[src/rtl/seq_alu.sv]
// seq_alu: registered ALU with a valid/ready handshake, bit-serial shifters
// and a stored carry flag for chaining multi-word additions.
module seq_alu #(
  parameter int WIDTH = 32
) (
  input  logic             clk,
  input  logic             reset,
  input  logic             in_valid,
  output logic             in_ready,
  input  logic [WIDTH-1:0] A,
  input  logic [WIDTH-1:0] B,
  input  logic             Cin,
  input  logic             use_flag_c,
  input  logic [4:0]       select_in,
  output logic             out_valid,
  input  logic             out_ready,
  output logic [WIDTH-1:0] F,
  output logic [3:0]       status
);

  localparam int SHW = $clog2(WIDTH);
  localparam logic [SHW-1:0] CNT_ONE = 1;

  localparam logic [2:0] OP_XOR = 3'b000;
  localparam logic [2:0] OP_AND = 3'b001;
  localparam logic [2:0] OP_OR  = 3'b010;
  localparam logic [2:0] OP_NOR = 3'b011;
  localparam logic [2:0] OP_ADD = 3'b100;
  localparam logic [2:0] OP_SLL = 3'b101;
  localparam logic [2:0] OP_SRL = 3'b110;
  localparam logic [2:0] OP_SRA = 3'b111;

  typedef enum logic [1:0] {IDLE, SHIFT, DONE} state_t;

  state_t           state;
  logic [WIDTH-1:0] shreg;
  logic [SHW-1:0]   cnt;
  logic [2:0]       shop;
  logic             flag_c;

  logic [WIDTH-1:0] a_out;
  logic [WIDTH-1:0] b_out;
  logic [SHW-1:0]   amt;
  logic [2:0]       op;
  logic             cin;
  logic [WIDTH:0]   sum;
  logic             is_shift;
  logic [WIDTH-1:0] imm_f;
  logic             imm_c;
  logic             imm_v;
  logic [WIDTH-1:0] next_sh;
  logic             next_c;

  assign op       = select_in[2:0];
  assign a_out    = select_in[4] ? ~A : A;
  assign b_out    = select_in[3] ? ~B : B;
  assign amt      = B[SHW-1:0];
  assign cin      = use_flag_c ? flag_c : Cin;
  assign sum      = {1'b0, a_out} + {1'b0, b_out} + {{WIDTH{1'b0}}, cin};
  assign is_shift = (op == OP_SLL) || (op == OP_SRL) || (op == OP_SRA);
  assign in_ready  = (state == IDLE);
  assign out_valid = (state == DONE);

  // Single-cycle result for logic ops, ADD and shift-by-zero
  always_comb begin
    imm_f = '0;
    imm_c = 1'b0;
    imm_v = 1'b0;
    case (op)
      OP_XOR: imm_f = a_out ^ b_out;
      OP_AND: imm_f = a_out & b_out;
      OP_OR:  imm_f = a_out | b_out;
      OP_NOR: imm_f = ~(a_out | b_out);
      OP_ADD: begin
        imm_f = sum[WIDTH-1:0];
        imm_c = sum[WIDTH];
        imm_v = ~(a_out[WIDTH-1] ^ b_out[WIDTH-1]) & (sum[WIDTH-1] ^ a_out[WIDTH-1]);
      end
      default: imm_f = a_out;
    endcase
  end

  // One bit-serial shift step; the carry is the bit falling off the end
  always_comb begin
    next_sh = shreg;
    next_c  = 1'b0;
    case (shop)
      OP_SLL: begin
        next_sh = {shreg[WIDTH-2:0], 1'b0};
        next_c  = shreg[WIDTH-1];
      end
      OP_SRL: begin
        next_sh = {1'b0, shreg[WIDTH-1:1]};
        next_c  = shreg[0];
      end
      default: begin
        next_sh = {shreg[WIDTH-1], shreg[WIDTH-1:1]};
        next_c  = shreg[0];
      end
    endcase
  end

  // Control FSM plus result, status and carry-flag registers
  always_ff @(posedge clk) begin
    if (reset) begin
      state  <= IDLE;
      F      <= '0;
      status <= 4'b0000;
      flag_c <= 1'b0;
      cnt    <= '0;
      shreg  <= '0;
      shop   <= OP_SRA;
    end else begin
      case (state)
        IDLE: begin
          if (in_valid) begin
            if (is_shift && (amt != '0)) begin
              shreg <= a_out;
              cnt   <= amt;
              shop  <= op;
              state <= SHIFT;
            end else begin
              F      <= imm_f;
              status <= {imm_v, imm_c, imm_f[WIDTH-1], (imm_f == '0)};
              if (op == OP_ADD) begin
                flag_c <= sum[WIDTH];
              end
              state <= DONE;
            end
          end
        end
        SHIFT: begin
          shreg <= next_sh;
          cnt   <= cnt - CNT_ONE;
          if (cnt == CNT_ONE) begin
            F      <= next_sh;
            status <= {1'b0, next_c, next_sh[WIDTH-1], (next_sh == '0)};
            state  <= DONE;
          end
        end
        DONE: begin
          if (out_ready) begin
            state <= IDLE;
          end
        end
        default: state <= IDLE;
      endcase
    end
  end

endmodule

[config.mk]
export PLATFORM = sky130hd
export DESIGN_NAME = seq_alu
export DESIGN_NICKNAME = d
export VERILOG_FILES = /design/src/rtl/seq_alu.sv
export SDC_FILE = /design/constraint.sdc
export NUM_CORES = 1
export LEC_CHECK = 0
export ABC_AREA = 0
export CAP_MARGIN = 10
export CELL_PAD_IN_SITES_DETAIL_PLACEMENT = 1
export CELL_PAD_IN_SITES_GLOBAL_PLACEMENT = 1
export CORE_AREA = 4 4 158 160
export DETAILED_ROUTE_END_ITERATION = 7
export DIE_AREA = 0 0 162 164
export GPL_TIMING_DRIVEN = 0
export PLACE_DENSITY = 0.83
export RECOVER_POWER = 50
export SLEW_MARGIN = 25
export SYNTH_ARGS = -nofsm -noshare
export SYNTH_HDL_FRONTEND = slang
export SYNTH_SLANG_ARGS = --single-unit
[constraint.sdc]
create_clock -name clk -period 4.7 [get_ports clk]
set_input_delay 0.705 -clock clk [delete_from_list [all_inputs] [get_ports clk]]
set_output_delay 0.705 -clock clk [all_outputs]
set_load 0.05 [all_outputs]
=== Word level (Yosys, flattened, before mapping) ===
Index checks and enable logic that the tools add are counted.

* Flip-flop bits (word level): 79
* Bits of input ports: 75
* Output and inout bits: 38

* Add/subtract/negate cells: 3
* Equal/unequal tests: 17
* Mux-type cells: 27
* Bitwise logic cells: 11
* Reduce and logical (&&, ||, !) cells: 14

{| class="wikitable"
|+ Operators with widths
! cell !! count
|-
| $mux 32 || 7
|-
| $pmux 32 s2 || 3
|-
| $pmux 32 s5 || 1
|-
| $not 32->32 || 3
|-
| $logic_not 32->1 || 2
|-
| $add 32x32->33 || 1
|-
| $add 33x1->33 || 1
|-
| $and 32x32->32 || 1
|-
| $or 32x32->32 || 1
|-
| $xor 32x32->32 || 1
|-
| $eq 3x3->1 const B || 6
|-
| $mux 4 || 3
|-
| $mux 5 || 2
|-
| $pmux 5 s2 || 1
|-
| $reduce_and 3->1 || 3
|-
| $mux 2 || 4
|-
| $pmux 4 s2 || 1
|-
| $reduce_and 4->1 || 2
|-
| $eq 3x2->1 const B || 2
|-
| $ne 2x2->1 const B || 3
|-
| $pmux 2 s3 || 1
|-
| $eq 5x1->1 const B || 1
|-
| $reduce_bool 5->1 || 1
|-
| $sub 5x1->5 const B || 1
|-
| other kinds (13) || 20
|}

=== Longest topological paths before layout ===
Gate-level depths: netlist (run 1).

* Word-level depth: 10
* Mapped depth: 17
* Depth with buffers taken out: 15

=== Worst setup path before layout (run 1) ===
OpenSTA, ideal clock, no wires.

* Path type: in2reg
* From: input port select_in[3]
* To: register status[0]
* Data arrival time: 4.635 ns
* Required time: 4.631 ns
* Setup slack: -0.004 ns
* Stages: 17
* Buffers on the path: 2
* Cells stage by stage: clkbuf_1 > buf_1 > xor2_1 > inv_1 > fa_1 > inv_1 > fa_1 > a21o_1 > a311oi_2 > nor4_1 > o311ai_2 > nand3_2 > a311oi_2 > o21ai_1 > a21o_1 > or4b_1 > o21ai_1

* Longest elaborated chain between the ends: 8

{| class="wikitable"
|+ RTL lines
! element !! RTL line !! RTL
|-
| start: declaration || 14 || <nowiki>input logic [4:0] select_in,</nowiki>
|-
| $mux 32 * || 56 || <nowiki>assign b_out = select_in[3] ? ~B : B;</nowiki>
|-
| $add 32x32->33 or $or 32x32->32 (tied branches) || 59, 72, 73 ||
|-
| $add 33x1->33 or $not 32->32 (tied branches) || 59, 73 ||
|-
| $pmux 32 s5 * || 69 || <nowiki>case (op)</nowiki>
|-
| $logic_not 32->1 * || 124 || <nowiki>status <= {imm_v, imm_c, imm_f[WIDTH-1], (imm_f == '0)};</nowiki>
|-
| $mux 4 * || 117 || <nowiki>if (is_shift && (amt != '0)) begin</nowiki>
|-
| $mux 4 * || 116 || <nowiki>if (in_valid) begin</nowiki>
|-
| $pmux 4 s2 * || 114 || <nowiki>case (state)</nowiki>
|-
| end signal: assignment || 124 ||
|-
| end signal: assignment || 137 || <nowiki>status <= {1'b0, next_c, next_sh[WIDTH-1], (next_sh == '0)};</nowiki>
|-
| end: declaration || 18 || <nowiki>output logic [3:0] status</nowiki>
|}

Mark *: on every way between the ends. The rest lies on a longest branch, timed or not. The select of a mux whose other input is x is not followed.
A chain may end at the register's enable or synchronous reset.

=== Worst setup path in the final report (run 1) ===
* From: input port select_in[4]
* To: register status[0]

* Longest elaborated chain between the ends: 8

{| class="wikitable"
|+ RTL lines
! element !! RTL line !! RTL
|-
| $mux 32 * || 55 || <nowiki>assign a_out = select_in[4] ? ~A : A;</nowiki>
|-
| $add 32x32->33 or $or 32x32->32 (tied branches) || 59, 72, 73 ||
|-
| $add 33x1->33 or $not 32->32 (tied branches) || 59, 73 ||
|-
| $pmux 32 s5 * || 69 ||
|-
| $logic_not 32->1 * || 124 ||
|-
| $mux 4 * || 117 ||
|-
| $mux 4 * || 116 ||
|-
| $pmux 4 s2 * || 114 ||
|}

Marked as above.

==> run_results.csv, run 1 <==
group,metric,value,unit
global_routing,grt_max_degree,15,
worst_hold_path,hold_path.class,"flip-flop to flip-flop",
placement,io_buffers,107,
finish,final_common_cell,"nor2_1",
floorplan,row_count,56,
sta,setup_viol,0,
clocking,holdBufCountCts,0,
pwr,p_leak,4.44,nW
floorplan,fp.dieH,164,um
global_routing,first_global_vias,10100,
route,drc_errors,0,
finish,layout.nets,1502,
worst_setup_path,required,4.98,ns
logic_synthesis,async_reset_ff_share,0,%
pwr,vdd_drop_max,0.148,mV
pwr,powerDensity,297,mW/mm^2
logic_synthesis,ys_ff_latch,78,
clocking,clockBufferDepth,2,
logic_synthesis,synth.distinct_cells,72,
floorplan,die_area,0.0266,sq mm
worst_setup_path,cp_max_fo,10,
global_routing,grt.overflow.total,0,
route,drtPass1Iterations,5,
global_routing,grtUsageTotal,29.8,%
logic_synthesis,synth_cells,1242,
clocking,h-tree-depth,3,
clocking,clk_latency,0.34,ns
worst_setup_path,crit_top_cell,"buf_4",
logic_synthesis,synth_ff_type,"dfxtp_1",
worst_setup_path,cp_slowest_cell,"or4b_1",
logic_synthesis,seq_area_frac_synth,18.1,%
pwr,power.total,3.19,mW
clocking,clkSinkCount,78,
logic_synthesis,synth_edf_count,0,
finish,final_cell_mix,"nor2_1 (152), nand2_1 (116), a21oi_1 (90)",
route,drt_wl_total,41200,um
sta,min_period,4.57,ns
floorplan,die_w,162,um
route,num_vias,10400,
logic_synthesis,avgSynthCellArea,6.94,sq um
worst_setup_path,arrival,4.86,ns
worst_setup_path,path_cells,"clkbuf_2 > buf_4 > buf_4 > xor2_1 > ha_1 > a21oi_1 > o21ai_0 > a32oi_1 > nand3_2 > a311oi_4 > o21ai_1 > a21o_1 > or4b_1 > o21ai_2",
sta,timing.final.crit_share,97.3,%
global_routing,antenna_found_initial,0,
worst_setup_path,cp-start-kind,"input pin",
route,routed_via_density,6.18,
sta,fin_skew,0.00611,ns
flow_run,cap_viol_max_count,0,
route,drtIter0Drc,1059,
outcome,status,"complete, no violations",
sta,fmax,0.219,GHz
finish,layout-drive-gt1-share,6.16,%
sta,finalHoldViolations,0,
logic_synthesis,synthesis.area,0.00862,sq mm
sta,holdWs,0.452,ns
finish,diodes,0,
worst_setup_path,setup.worst_path.end_class,"flip-flop",
clocking,cts_tree,"done",
logic_synthesis,yosys_warnings,0,
placement,dp_hpwl,32300,um
clocking,cts-root-buf,"clkbuf_16",
worst_setup_path,crit_type,"input pin to flip-flop",
global_routing,grt_pass1_wl,60700,um
clocking,cts_made_buffers,9,
clocking,clk_pin_slew,0.06,ns
sta,finalSetupTns,0,ns
logic_synthesis,synth_nets,1385,
floorplan,coreArea,0.0234,sq mm
placement,globalplace.congestion,0.991,
sta,worst_pin_slew,1.27,ns
floorplan,num_io_pins,113,
route,antenna_left,0,
floorplan,start_util,36.8,%
worst_setup_path,max_stage_delay,0.54,ns
sta,slew_headroom,14.9,%
finish,area_growth,24.7,%
sta,final_max_slew_viol_count,0,
route,wl_per_cell,24.5,um
==> worst paths after layout <==
kind / start / slack (ns) / to / cells past startpoint
min reg2reg: F[14]$_SDFFE_PP0P_ / 0.45 / F[14]$_SDFFE_PP0P_ / 2
max reg2reg: flag_c$_SDFFE_PP0P_ / 0.74 / status[0]$_SDFFE_PP0P_ / 14
min: F[14]$_SDFFE_PP0P_ / 0.45 / F[14]$_SDFFE_PP0P_ / 2
max: select_in[4] / 0.13 / status[0]$_SDFFE_PP0P_ / 14
==> per-stage QoR <==
stage	setup WS, ns	cells	utilization [%]	cell area (sq um)
after global routing	-0.0612	1683	45.9	10700
after detailed placement	-1.14	1668	43.1	10100
after global placement	-1.17	1668	43.1	10100
after CTS	0.00551	1685	45.2	10600
after floorplan	0.227	1242	-	8620
final	0.127	1683	45.9	10700
==> critical path, delay by kind of cell <==
kind | cells | cell delay [ns]
and+or+nand+nor | 2 | 0.72
xor gates and xnor gates | 1 | 0.46
adders and majority gates | 1 | 0.41
AOI/OAI and AO/OA | 7 | 1.67
buffers and inverters | 3 | 0.87
==> cells by family after synthesis <==
group | after synthesis | share of synthesized area (%)
mux | 50 | 5.95
fa+ha+maj | 68 | 10.0
xor+xnor | 69 | 7.01
simple gates | 429 | 22.9
compound gates | 363 | 27.8
buf+inv | 185 | 8.16
flops | 78 | 18.1
==> power by group <==
part / internal [mW] / switching, mW / total, mW
combinational: 0.572 / 1.13 / 1.70
sequential: 0.718 / 0.0460 / 0.764
clock: 0.416 / 0.308 / 0.723
==> layout make-up <==
class / count / area [sq um]
clock inverters: 6 / 71.3
repair buffers: 113 / 1120
plain buffers: 92 / 380
fillers: 3018 / 12700
inverters: 86 / 323
flip-flops and latches: 78 / 1560
multi-input cells: 979 / 6660
clock buffers: 10 / 229
well taps: 319 / 399
==> synthesized netlist by cell type, drive strengths merged, types with 3 or more instances <==
cell type  count  share of area [%]
xor2          63                6.4
o32ai          4               0.41
a21o          19                1.7
a21oi         91                5.3
o21a           6               0.52
nor2b          8               0.58
buf           18               0.89
a211oi        31                2.7
or3            7               0.51
o211ai        22                1.9
dfxtp         78                 18
o2111ai        3               0.31
o31ai          5               0.44
or4            5               0.44
o22ai         11               0.80
a32oi          4               0.41
inv           86                3.7
nor4b          6               0.61
clkbuf        81                3.5
mux2          10                1.3
a31oi         11               0.80
and3          11               0.80
a311oi        10                1.2
o32a           5               0.58
a221oi        25                2.5
nand2        116                5.1
or2            3               0.22
a22oi         12                1.0
nor4          15                1.1
mux2i         40                4.6
nand3b         4               0.35
nor2         152                6.6
nand3         38                2.3
o21ai         81                4.7
xnor2          6               0.61
nor3          35                2.0
a21boi         4               0.35
nand4          8               0.58
nor3b          4               0.35
and2           8               0.58
ha            66                9.6
nand2b         4               0.29
==> layer usage <==
metal	share of wire (%)	global-route usage, %
met4	4.4	12.0
met5	0	0
met3	8.5	5.04
met2	45	47.7
met1	42	40.0
==> what timing repair did <==
action / 4_1_cts / 5_1_grt
gates resized for setup: 29 / 34
pin swaps: 2 / 11
setup endpoints to repair: 23 / 11
cloned: 0 / 0
buffers inserted: 1 / 5
==> registers in the layout (all words and copies together), names as in the netlist <==
name	flops
F	31
cnt	5
flag_c	1
shop	3
shreg	32
state	2
status	4
Note: power is estimated with default switching activity, not from simulation.
==> run 2, diff against run 1 <==
--- a/config.mk
+++ b/config.mk
@@ -9,11 +9,13 @@
 export CAP_MARGIN = 10
 export CELL_PAD_IN_SITES_DETAIL_PLACEMENT = 1
 export CELL_PAD_IN_SITES_GLOBAL_PLACEMENT = 1
-export CORE_AREA = 4 4 158 160
+export CORE_AREA = 4 4 150 152
+export CTS_BUF_LIST = sky130_fd_sc_hd__clkbuf_16
 export DETAILED_ROUTE_END_ITERATION = 7
-export DIE_AREA = 0 0 162 164
+export DIE_AREA = 0 0 154 156
 export GPL_TIMING_DRIVEN = 0
-export PLACE_DENSITY = 0.83
+export MAX_ROUTING_LAYER = met4
+export PLACE_DENSITY = 0.87
 export RECOVER_POWER = 50
 export SLEW_MARGIN = 25
 export SYNTH_ARGS = -nofsm -noshare
==> constraint.sdc (replaced) <==
create_clock -name clk -period 5.2 [get_ports clk]
set_input_delay 0.78 -clock clk [delete_from_list [all_inputs] [get_ports clk]]
set_output_delay 0.78 -clock clk [all_outputs]
set_load 0.05 [all_outputs]
==> run 2 against run 1 <==
- sequential cell count unchanged
- largest cell class unchanged
- clock-buffer cell count down 1
- power down 9.3%
==> run_results.csv, run 2 (synthesis gave the netlist of run 1 again) <==
group,metric,value,unit
outcome,status,"complete, no violations",
placement,dp_hpwl,32400,um
floorplan,die_area,0.0240,sq mm
global_routing,antenna_found_initial,0,
sta,final_max_slew_viol_count,0,
sta,worst_pin_slew,1.35,ns
floorplan,num_io_pins,113,
worst_hold_path,hold_path.class,"flip-flop to flip-flop",
clocking,clkSinkCount,78,
sta,timing.final.crit_share,97.3,%
pwr,powerDensity,276,mW/mm^2
route,wl_per_cell,25.2,um
worst_setup_path,cp_max_fo,10,
worst_setup_path,r2r_cells,14,
finish,final_cell_mix,"nor2_1 (152), nand2_1 (116), a21oi_1 (90)",
sta,slew_headroom,9.64,%
finish,layout-drive-gt1-share,3.89,%
floorplan,row_count,53,
finish,top_regs,"shreg x32, F x31, cnt x5",
sta,fin_skew,0.00553,ns
finish,final_common_cell,"nor2_1",
route,drt_wl_total,41300,um
sta,setup_viol,0,
finish,max_flop_register,"shreg",
floorplan,fp.dieH,156,um
route,drc_errors,0,
worst_setup_path,setup.worst_path.end_class,"flip-flop",
sta,min_period,5.06,ns
floorplan,die_w,154,um
worst_setup_path,crit_type,"input pin to flip-flop",
clocking,cts-root-buf,"clkbuf_16",
route,antenna_left,0,
pwr,vdd_drop_max,0.154,mV
floorplan,coreArea,0.0210,sq mm
floorplan,start_util,41.0,%
clocking,cts_tree,"done",
route,drtPass1Iterations,6,
finish,largest_reg_flops,32,
route,drtIter0Drc,1173,
finish,area_growth,21.8,%
clocking,clk_pin_slew,0.06,ns
finish,utilization,49.9,%
worst_setup_path,required,5.48,ns
sta,fmax,0.198,GHz
worst_setup_path,cp-start-kind,"input pin",
worst_hold_path,holdPathStages,2,
pwr,p_leak,4.37,nW
finish,layout.nets,1502,
sta,finalHoldViolations,0,
route,num_vias,10500,
global_routing,first_global_vias,10300,
global_routing,grtUsageTotal,34.0,%
clocking,cts_made_buffers,9,
global_routing,grt_max_degree,15,
clocking,h-tree-depth,3,
placement,placed_area,0.0100,sq mm
clocking,clockBufferDepth,2,
clocking,clk_latency,0.35,ns
global_routing,grt.overflow.total,0,
placement,globalplace.congestion,0.993,
global_routing,grt_pass1_wl,61700,um
finish,diodes,0,
worst_setup_path,arrival,5.34,ns
finish,stdcell_area,0.0105,sq mm
route,routed_via_density,6.40,
flow_run,cap_viol_max_count,0,
placement,io_buffers,107,
==> run 2: cell count changes in the layout (fill, tap and decap cells not counted), sizes merged <==
cell | before | now
clkdlybuf4s50 | 67 | 68
buf | 24 | 13
dlymetal6s2s | 1 | 0
clkbuf | 84 | 94
bufinv | 1 | 2
==> run 2: path summary, 6_finish.rpt <==
path	startpoint	to	slack (ns)
setup / recovery	select_in[4]	status[0]$_SDFFE_PP0P_	0.14
hold / removal	F[23]$_SDFFE_PP0P_	F[23]$_SDFFE_PP0P_	0.45
setup reg to reg	flag_c$_SDFFE_PP0P_	status[0]$_SDFFE_PP0P_	0.91
hold reg to reg	F[23]$_SDFFE_PP0P_	F[23]$_SDFFE_PP0P_	0.45
==> run 2: metrics by stage <==
stage               setup TNS (ns)  worst slack [ns]  power [mW]  cells  hold slack, ns
finish                           0             0.143        2.89   1639           0.450
global route               -0.0128           -0.0128        3.02   1639           0.477
CTS                              0            0.0151        2.84   1640           0.454
detailed placement           -9.38            -0.952        2.15   1624           0.446
global placement             -7.74            -0.891        2.10   1624           0.442
floorplan                        0             0.421        1.64   1242           0.443
==> run 2: timing repair <==
action,4_1_cts,5_1_grt
hold buffers,0,0
pin swaps,0,1
setup endpoints to repair,15,3
setup buffers,0,0
resized for setup,9,19
==> run 2: cell type report <==
type	count	area, sq um
Inverter	86	323
Tap cell	275	344
Clock inverter	7	97.6
Buffer	98	392
Timing Repair Buffer	107	1070
Clock buffer	9	225
Multi-Input combinational cell	979	6480
Sequential cell	78	1560
Fill cell	2733	10500
==> run 2: where the power goes <==
group	switching, mW	total [mW]	internal, mW
Combinational	1.01	1.50	0.493
Clock	0.279	0.701	0.422
Sequential	0.0426	0.691	0.649
==> run 2: critical path, stage by stage <==
cell	delay [ns]
clkbuf_1	0.28
clkbuf_4	0.36
buf_4	0.37
xor2_1	0.45
ha_1	0.42
o21ai_1	0.40
nor4_1	0.17
o311ai_2	0.40
nand3_2	0.21
a311oi_4	0.44
o21ai_1	0.12
a21o_1	0.24
or4b_1	0.54
o21ai_1	0.13
==> run 2: routing by layer <==
layer	up-vias	wire, um	global-route usage [%]
met5	-	0	-
met4	0	2070	14.0
met2	653	18500	53.3
met1	5016	17100	44.6
li1	4678	-	-
met3	140	3650	4.05
==> run 3, diff against run 2 <==
--- a/config.mk
+++ b/config.mk
@@ -11,6 +11,7 @@
 export CELL_PAD_IN_SITES_GLOBAL_PLACEMENT = 1
 export CORE_AREA = 4 4 150 152
 export CTS_BUF_LIST = sky130_fd_sc_hd__clkbuf_16
+export CTS_CLUSTER_SIZE = 24
 export DETAILED_ROUTE_END_ITERATION = 7
 export DIE_AREA = 0 0 154 156
 export GPL_TIMING_DRIVEN = 0
==> results of run 3 <==
Final layout, timing and power as in run 2 (identical DEF).
